$ cat src/rtl/velocity_cell_streamer_if.sv
// Purpose     : bundle of the streamer's control, RAM-read and output-stream signals.
// Latency     : none (wires only).
// Backpressure: carries out_valid/out_ready; the downstream may stall the stream indefinitely.
// Ports       : start/busy/done/particle_count/cnt_err (control), ram_address/ram_rden/
//               ram_wren/ram_q (RAM read side), out_valid/out_ready/out_data/out_index/
//               out_last (velocity stream). master = streamer side, slave = environment side.
interface velocity_cell_streamer_if #(
   parameter int DATA_WIDTH = 96,
   parameter int ADDR_WIDTH = 8
);
   logic                  start;
   logic                  busy;
   logic                  done;
   logic [ADDR_WIDTH-1:0] particle_count;
   logic                  cnt_err;

   logic [ADDR_WIDTH-1:0] ram_address;
   logic                  ram_rden;
   logic                  ram_wren;
   logic [DATA_WIDTH-1:0] ram_q;

   logic                  out_valid;
   logic                  out_ready;
   logic [DATA_WIDTH-1:0] out_data;
   logic [ADDR_WIDTH-1:0] out_index;
   logic                  out_last;

   modport master (
      input  start, ram_q, out_ready,
      output busy, done, particle_count, cnt_err,
             ram_address, ram_rden, ram_wren,
             out_valid, out_data, out_index, out_last
   );

   modport slave (
      output start, ram_q, out_ready,
      input  busy, done, particle_count, cnt_err,
             ram_address, ram_rden, ram_wren,
             out_valid, out_data, out_index, out_last
   );
endinterface

$ cat src/rtl/velocity_cell_streamer.sv
// Purpose     : reads a cell's particle count from RAM address 0, then streams words 1..N
//               ({vz,vy,vx}) tagged with their address. Never writes the RAM.
// Latency     : first beat 2*READ_LATENCY+2 cycles after start, then one beat per cycle;
//               done N+2*READ_LATENCY+2 cycles after start (READ_LATENCY+1 for a zero count).
// Backpressure: full valid/ready; reads are issued only against free skid-FIFO credit
//               (READ_LATENCY+1 entries), so stalls never drop or duplicate a beat.
// Ports       : clk, rst (asynchronous, active high), bus (velocity_cell_streamer_if.master).
// Option      : define VELOCITY_STREAM_OVF_EN to make cnt_err a sticky count-overflow flag;
//               otherwise cnt_err is tied low. Count clamping applies in both builds.
module velocity_cell_streamer #(
   parameter int DATA_WIDTH   = 96,
   parameter int PARTICLE_NUM = 220,
   parameter int ADDR_WIDTH   = 8,
   parameter int READ_LATENCY = 1
) (
   input  logic                     clk,
   input  logic                     rst,
   velocity_cell_streamer_if.master bus
);

   localparam int                    DEPTH     = READ_LATENCY + 1;
   localparam int                    PW        = (DEPTH > 1) ? $clog2(DEPTH) : 1;
   localparam logic [ADDR_WIDTH-1:0] MAX_N     = ADDR_WIDTH'(PARTICLE_NUM - 1);
   localparam logic [3:0]            DEPTH_W   = 4'(DEPTH);
   localparam logic [1:0]            WAIT_LAST = 2'(READ_LATENCY - 1);

   typedef enum logic [1:0] {
      S_IDLE,
      S_CNT_WAIT,
      S_STREAM,
      S_DRAIN
   } state_t;

   state_t                state_q, state_d;
   logic [1:0]            wait_q, wait_d;
   logic [ADDR_WIDTH-1:0] n_q, n_d;
   // One extra bit so the post-increment after address N never wraps.
   logic [ADDR_WIDTH:0]   next_addr_q, next_addr_d;
   logic [ADDR_WIDTH-1:0] addr_hold_q;
   logic                  done_q, done_d;

   // Shadow of the RAM read pipeline: which stages carry a stream read, and its address.
   logic [READ_LATENCY-1:0] rd_vld_q;
   logic [ADDR_WIDTH-1:0]   rd_tag_q [READ_LATENCY];
   logic [2:0]              infl;

   // Skid FIFO holding returned words with their address tags.
   logic [DATA_WIDTH-1:0] fifo_dat_q [DEPTH];
   logic [ADDR_WIDTH-1:0] fifo_idx_q [DEPTH];
   logic [PW-1:0]         wr_ptr_q, rd_ptr_q;
   logic [2:0]            occ_q;

   logic                  push, pop, out_vld, head_last;
   logic [3:0]            used;
   logic                  credit_ok;
   logic                  cnt_rd, strm_rd, rd_en, start_acc, cnt_latch;
   logic [ADDR_WIDTH-1:0] raw_cnt, clamp_cnt, rd_addr;

   function automatic logic [PW-1:0] ptr_inc(input logic [PW-1:0] p);
      return (p == PW'(DEPTH - 1)) ? '0 : p + 1'b1;
   endfunction

   assign raw_cnt   = bus.ram_q[ADDR_WIDTH-1:0];
   assign clamp_cnt = (raw_cnt > MAX_N) ? MAX_N : raw_cnt;

   assign push      = rd_vld_q[READ_LATENCY-1];
   assign out_vld   = (occ_q != 3'd0);
   assign pop       = out_vld & bus.out_ready;
   assign head_last = out_vld && (fifo_idx_q[rd_ptr_q] == n_q);

   always_comb begin
      infl = '0;
      for (int i = 0; i < READ_LATENCY; i++) begin
         infl = infl + {2'b0, rd_vld_q[i]};
      end
   end

   // Credit counts this cycle's pop as already freed: occupancy after the pop plus
   // everything still in the RAM pipeline must leave room for one more word. This is
   // what lets a READ_LATENCY+1 deep FIFO sustain one beat per cycle.
   assign used      = {1'b0, occ_q} + {1'b0, infl};
   assign credit_ok = used < (DEPTH_W + {3'b0, pop});

   always_comb begin
      state_d     = state_q;
      wait_d      = wait_q;
      n_d         = n_q;
      next_addr_d = next_addr_q;
      done_d      = 1'b0;
      cnt_rd      = 1'b0;
      strm_rd     = 1'b0;
      start_acc   = 1'b0;
      cnt_latch   = 1'b0;
      case (state_q)
         S_IDLE: begin
            // done_q high means this is the done cycle; a start there is dropped.
            if (bus.start && !done_q) begin
               cnt_rd    = 1'b1;
               start_acc = 1'b1;
               wait_d    = '0;
               state_d   = S_CNT_WAIT;
            end
         end
         S_CNT_WAIT: begin
            if (wait_q == WAIT_LAST) begin
               cnt_latch = 1'b1;
               n_d       = clamp_cnt;
               if (clamp_cnt == '0) begin
                  done_d  = 1'b1;
                  state_d = S_IDLE;
               end else begin
                  next_addr_d = (ADDR_WIDTH+1)'(1);
                  state_d     = S_STREAM;
               end
            end else begin
               wait_d = wait_q + 2'd1;
            end
         end
         S_STREAM: begin
            if (credit_ok) begin
               strm_rd     = 1'b1;
               next_addr_d = next_addr_q + 1'b1;
               if (next_addr_q == {1'b0, n_q}) begin
                  state_d = S_DRAIN;
               end
            end
         end
         S_DRAIN: begin
            if (pop && head_last) begin
               done_d  = 1'b1;
               state_d = S_IDLE;
            end
         end
         default: state_d = S_IDLE;
      endcase
   end

   // Read strobe is combinational so the count read goes out in the start cycle;
   // gating with rst keeps the RAM quiet while reset is held.
   assign rd_en   = (cnt_rd | strm_rd) & ~rst;
   assign rd_addr = cnt_rd  ? '0 :
                    strm_rd ? next_addr_q[ADDR_WIDTH-1:0] : addr_hold_q;

   always_ff @(posedge clk or posedge rst) begin
      if (rst) begin
         state_q     <= S_IDLE;
         wait_q      <= '0;
         n_q         <= '0;
         next_addr_q <= '0;
         addr_hold_q <= '0;
         done_q      <= 1'b0;
         rd_vld_q    <= '0;
         for (int i = 0; i < READ_LATENCY; i++) begin
            rd_tag_q[i] <= '0;
         end
         wr_ptr_q    <= '0;
         rd_ptr_q    <= '0;
         occ_q       <= '0;
      end else begin
         state_q     <= state_d;
         wait_q      <= wait_d;
         n_q         <= n_d;
         next_addr_q <= next_addr_d;
         done_q      <= done_d;
         if (rd_en) begin
            addr_hold_q <= rd_addr;
         end
         rd_vld_q[0] <= strm_rd;
         rd_tag_q[0] <= next_addr_q[ADDR_WIDTH-1:0];
         for (int i = 1; i < READ_LATENCY; i++) begin
            rd_vld_q[i] <= rd_vld_q[i-1];
            rd_tag_q[i] <= rd_tag_q[i-1];
         end
         if (push) begin
            wr_ptr_q <= ptr_inc(wr_ptr_q);
         end
         if (pop) begin
            rd_ptr_q <= ptr_inc(rd_ptr_q);
         end
         occ_q <= occ_q + {2'b0, push} - {2'b0, pop};
      end
   end

   // Storage needs no reset: out_* are masked to zero while the FIFO is empty.
   always_ff @(posedge clk) begin
      if (push) begin
         fifo_dat_q[wr_ptr_q] <= bus.ram_q;
         fifo_idx_q[wr_ptr_q] <= rd_tag_q[READ_LATENCY-1];
      end
   end

`ifdef VELOCITY_STREAM_OVF_EN
   logic cnt_err_q;

   always_ff @(posedge clk or posedge rst) begin
      if (rst) begin
         cnt_err_q <= 1'b0;
      end else if (start_acc) begin
         cnt_err_q <= 1'b0;
      end else if (cnt_latch && (raw_cnt > MAX_N)) begin
         cnt_err_q <= 1'b1;
      end
   end

   assign bus.cnt_err = cnt_err_q;
`else
   assign bus.cnt_err = 1'b0;
`endif

   assign bus.busy           = (state_q != S_IDLE);
   assign bus.done           = done_q;
   assign bus.particle_count = n_q;
   assign bus.ram_address    = rd_addr;
   assign bus.ram_rden       = rd_en;
   assign bus.ram_wren       = 1'b0;
   assign bus.out_valid      = out_vld;
   assign bus.out_data       = out_vld ? fifo_dat_q[rd_ptr_q] : '0;
   assign bus.out_index      = out_vld ? fifo_idx_q[rd_ptr_q] : '0;
   assign bus.out_last       = head_last;

endmodule

$ cat src/flat_wrapper.sv
// flat-port wrapper written by rule: the top's interface ports become plain ports
module velocity_cell_streamer_flat 
#(
   parameter int DATA_WIDTH   = 96,
   parameter int PARTICLE_NUM = 220,
   parameter int ADDR_WIDTH   = 8,
   parameter int READ_LATENCY = 1
)
  (clk, rst, bus_start, bus_ram_q, bus_out_ready, bus_busy, bus_done, bus_particle_count, bus_cnt_err, bus_ram_address, bus_ram_rden, bus_ram_wren, bus_out_valid, bus_out_data, bus_out_index, bus_out_last);
  velocity_cell_streamer_if #(.DATA_WIDTH(DATA_WIDTH), .ADDR_WIDTH(ADDR_WIDTH)) bus_i ();
  input  logic clk;
  input  logic rst;
  input wire logic [$bits(bus_i.start)-1:0] bus_start;
  input wire logic [$bits(bus_i.ram_q)-1:0] bus_ram_q;
  input wire logic [$bits(bus_i.out_ready)-1:0] bus_out_ready;
  output wire logic [$bits(bus_i.busy)-1:0] bus_busy;
  output wire logic [$bits(bus_i.done)-1:0] bus_done;
  output wire logic [$bits(bus_i.particle_count)-1:0] bus_particle_count;
  output wire logic [$bits(bus_i.cnt_err)-1:0] bus_cnt_err;
  output wire logic [$bits(bus_i.ram_address)-1:0] bus_ram_address;
  output wire logic [$bits(bus_i.ram_rden)-1:0] bus_ram_rden;
  output wire logic [$bits(bus_i.ram_wren)-1:0] bus_ram_wren;
  output wire logic [$bits(bus_i.out_valid)-1:0] bus_out_valid;
  output wire logic [$bits(bus_i.out_data)-1:0] bus_out_data;
  output wire logic [$bits(bus_i.out_index)-1:0] bus_out_index;
  output wire logic [$bits(bus_i.out_last)-1:0] bus_out_last;
  assign bus_i.start = bus_start;
  assign bus_i.ram_q = bus_ram_q;
  assign bus_i.out_ready = bus_out_ready;
  assign bus_busy = bus_i.busy;
  assign bus_done = bus_i.done;
  assign bus_particle_count = bus_i.particle_count;
  assign bus_cnt_err = bus_i.cnt_err;
  assign bus_ram_address = bus_i.ram_address;
  assign bus_ram_rden = bus_i.ram_rden;
  assign bus_ram_wren = bus_i.ram_wren;
  assign bus_out_valid = bus_i.out_valid;
  assign bus_out_data = bus_i.out_data;
  assign bus_out_index = bus_i.out_index;
  assign bus_out_last = bus_i.out_last;
  velocity_cell_streamer #(.DATA_WIDTH(DATA_WIDTH), .PARTICLE_NUM(PARTICLE_NUM), .ADDR_WIDTH(ADDR_WIDTH), .READ_LATENCY(READ_LATENCY)) u_core (.clk(clk), .rst(rst), .bus(bus_i));
endmodule
$ cat config.mk
export PLATFORM = sky130hd
export DESIGN_NAME = velocity_cell_streamer_flat
export DESIGN_NICKNAME = d
export VERILOG_FILES = /design/src/rtl/velocity_cell_streamer_if.sv /design/src/rtl/velocity_cell_streamer.sv /design/src/flat_wrapper.sv
export SDC_FILE = /design/constraint.sdc
export NUM_CORES = 1
export LEC_CHECK = 0
export BUFFER_PORTS_ARGS = -buffer_cell sky130_fd_sc_hd__buf_4
export CORE_ASPECT_RATIO = 1.1
export CORE_UTILIZATION = 35
export CTS_BUF_LIST = sky130_fd_sc_hd__clkbuf_4 sky130_fd_sc_hd__clkbuf_8
export CTS_CLUSTER_DIAMETER = 150
export DETAILED_ROUTE_END_ITERATION = 6
export PLACE_DENSITY_LB_ADDON = 0.15
export SYNTH_ARGS = -nofsm -noshare
export SYNTH_HDL_FRONTEND = slang
export SYNTH_SLANG_ARGS = --single-unit
$ cat constraint.sdc
create_clock -name clk -period 8.3 [get_ports clk]
set_clock_uncertainty 0.15 [all_clocks]
set_input_delay 1.66 -clock clk [delete_from_list [all_inputs] [get_ports clk]]
set_output_delay 1.66 -clock clk [all_outputs]
set_load 0.005 [all_outputs]
==> reports/results.txt <==
status: complete, no violations
clock latency on the worst-skew pair: 0.53 ns
Setup TNS Final: 0 ns
Initial Utilization: 36.0%
first-pass GRT wire length: 34700 um
CTS tree: done
vias in the first global route: 6136
site row count: 64
CP arrival: 3.27 ns
Post-synth EDFFs: 208
most frequent cells in the layout: buf_4, edfxtp_1, nor2_1, mux2i_1, clkbuf_8
Slew @ Worst Pin: 1.12 ns
Die Width: 164 um
final hold slack: 0.292 ns
Crit path required time: 6.49 ns
fin util: 46.4%
Buffers on Ports: 224
n_diodes: 0
clock tree root buffer cell: clkbuf_8
# DRC: 0
H-Tree Depth: 2
Worst VDD drop: 0.190 mV
Ys Warns: 0
Seq/Total Area, Yosys: 72.7%
Synth Register Bits: 252
final wirelength: 23000 um
shortest period the worst path allows: 5.08 ns
worst reg2reg setup slack: 5.27 ns
Primary FF master, synth: edfxtp_1
period utilization: 61.2%
Fin. Hold Viols: 0
post-CTS setup buffer count: 0
DRT antenna net count: 0
Num CTS Buffers: 43
drt first pass iters: 5
power density over cell area: 365 nW/um2
max cap viols: 0
synth unique cells: 47
RSZ-0062 raised after global routing: no
Area Overhead vs Synth: 29.1%
CP Max Fanout: 20
total grt overflow: 0
initial antenna violation count: 0
post-layout power: 4.77 mW
clk buf depth: 3
largest net degree at the start of global routing: 72
leakage: 5.37 nW
filler instances: 2537
placed cells: 1224
core region area: 28100 um2
Slew headroom: 25.5%
syn_area_per_cell: 15.1 um2
clk sinks: 252
DR vias: 6156
Reg clk slew, reported paths: 0.06 ns
commonest non-fill, non-tap cell in the layout: buf_4
Critical Path End Type: output port
asr flop ratio synth: 17.5%
CTS Hold Buffers Added: 0
Max Slew Vio Count: 0
class of the worst hold path: reg -> reg
Startpoint Class: input pin
Mapped Area: 10100 um2
initial drt markers: 305
maximum clock frequency: 197 MHz
vias per cell: 4.73
Final Setup Violations: 0
Cells after Synth: 669
Non-Filler Instances: 1302
die area: 29600 um2
nets: 1014
critical path class: in -> out
gpl congestion: 0.774
IO Pins: 227
DP HPWL: 14500 um
DIE HEIGHT: 180 um
share of cells above drive strength 1: 33.8%
CTS resizes: 0
total global-route track usage: 15.4%
drt wl/cell: 17.7 um
## layout make-up
| cell class | count | area, um2 | share of cell area [%] |
|---|---|---|---|
| tap | 363 | 454 | 3.48 |
| inverter | 15 | 56.3 | 0.432 |
| multi-input combinational | 364 | 2530 | 19.4 |
| clock buffer | 67 | 791 | 6.06 |
| clock inverter | 11 | 133 | 1.02 |
| timing repair buffer | 230 | 1730 | 13.2 |
| sequential | 252 | 7350 | 56.3 |
## worst max-delay path, stage by stage
cell      delay, ns
buf_4          0.08
nand2b_1       0.05
a211o_1        0.32
or2_1          0.36
inv_2          0.34
mux2i_1        0.25
nor2_1         0.06
buf_4          0.15
## where the power goes
group | leakage (nW) | internal (mW) | switching [mW]
Clock | 0.491 | 0.700 | 0.475
Combinational | 2.46 | 0.812 | 0.814
Sequential | 2.42 | 1.74 | 0.229
## routing by layer
layer / track usage [%] / vias to the layer above / part of all wire [%] / wire length [um]
li1: - / 2912 / - / -
met1: 20.1 / 2993 / 43 / 9960
met2: 25.1 / 205 / 48 / 11000
met3: 3.77 / 46 / 6.6 / 1510
met4: 4.74 / 0 / 2.2 / 505
met5: 0 / - / 0 / 0
## sequential cells by signal (all words and copies together), names as in the netlist, named ones only
| name | flops |
|---|---|
| u_core.addr_hold_q | 8 |
| u_core.wr_ptr_q | 1 |
| u_core.occ_q | 3 |
| u_core.fifo_dat_q | 192 |
| u_core.wait_q | 2 |
| u_core.bus.particle_count | 8 |
| u_core.state_q | 1 |
| u_core.rd_ptr_q | 1 |
| u_core.rd_tag_q | 8 |
| u_core.next_addr_q | 9 |
| u_core.bus.done | 1 |
| u_core.push | 1 |
| u_core.fifo_idx_q | 16 |
## final timing paths
kind,to,startpoint,cells past startpoint
setup / recovery,bus_ram_address[1],bus_out_ready,8
hold / removal,u_core.fifo_idx_q[0][7],u_core.rd_tag_q[7],0
setup reg to reg,u_core.state_q[0],u_core.rd_ptr_q,5
hold reg to reg,u_core.fifo_idx_q[0][7],u_core.rd_tag_q[7],0
max in group asynchronous,u_core.rd_ptr_q,rst,3
min in group asynchronous,u_core.next_addr_q[4],rst,3
## cell usage after synthesis (2+ instances only)
master	number	area share [%]
a22o_1	10	0.87
clkbuf_1	27	1.0
nand4_1	3	0.19
xor2_1	5	0.43
inv_1	14	0.52
mux2i_1	112	11
o211ai_1	2	0.15
nor2_1	116	4.3
edfxtp_1	208	62
and2_1	4	0.25
buf_2	4	0.20
and3_1	3	0.19
a31oi_1	3	0.19
nand2b_1	3	0.19
nor2b_1	5	0.31
o21ai_0	9	0.45
or2_2	2	0.12
o31ai_1	2	0.15
xnor2_1	16	1.4
buf_6	3	0.33
nor4_1	4	0.25
nor3_1	4	0.20
buf_4	4	0.30
ha_1	7	0.87
o22a_1	3	0.26
dfrtp_1	44	11
nand2_1	24	0.89
nand3_1	7	0.35
a21oi_1	3	0.15
## stage by stage
step                setup WS [ns]  area [um2]
floorplan                    2.57       10100
global placement             3.26       12100
detailed placement           3.22       12100
CTS                          3.22       13000
global route                 3.09       13000
finish                       3.22       13000
## cell families after synthesis
family / Yosys count / share of synthesized area, %
DFF: 252 / 72.7
and+or+nand+nor: 179 / 7.71
muxes: 114 / 11.3
buffers and inverters: 54 / 2.43
AOI/OAI and AO/OA: 40 / 2.91
xor gates and xnor gates: 21 / 1.82
adders and majority gates: 8 / 1.06
other: 1 / 0.0371
(Power assumes the default switching activity.)
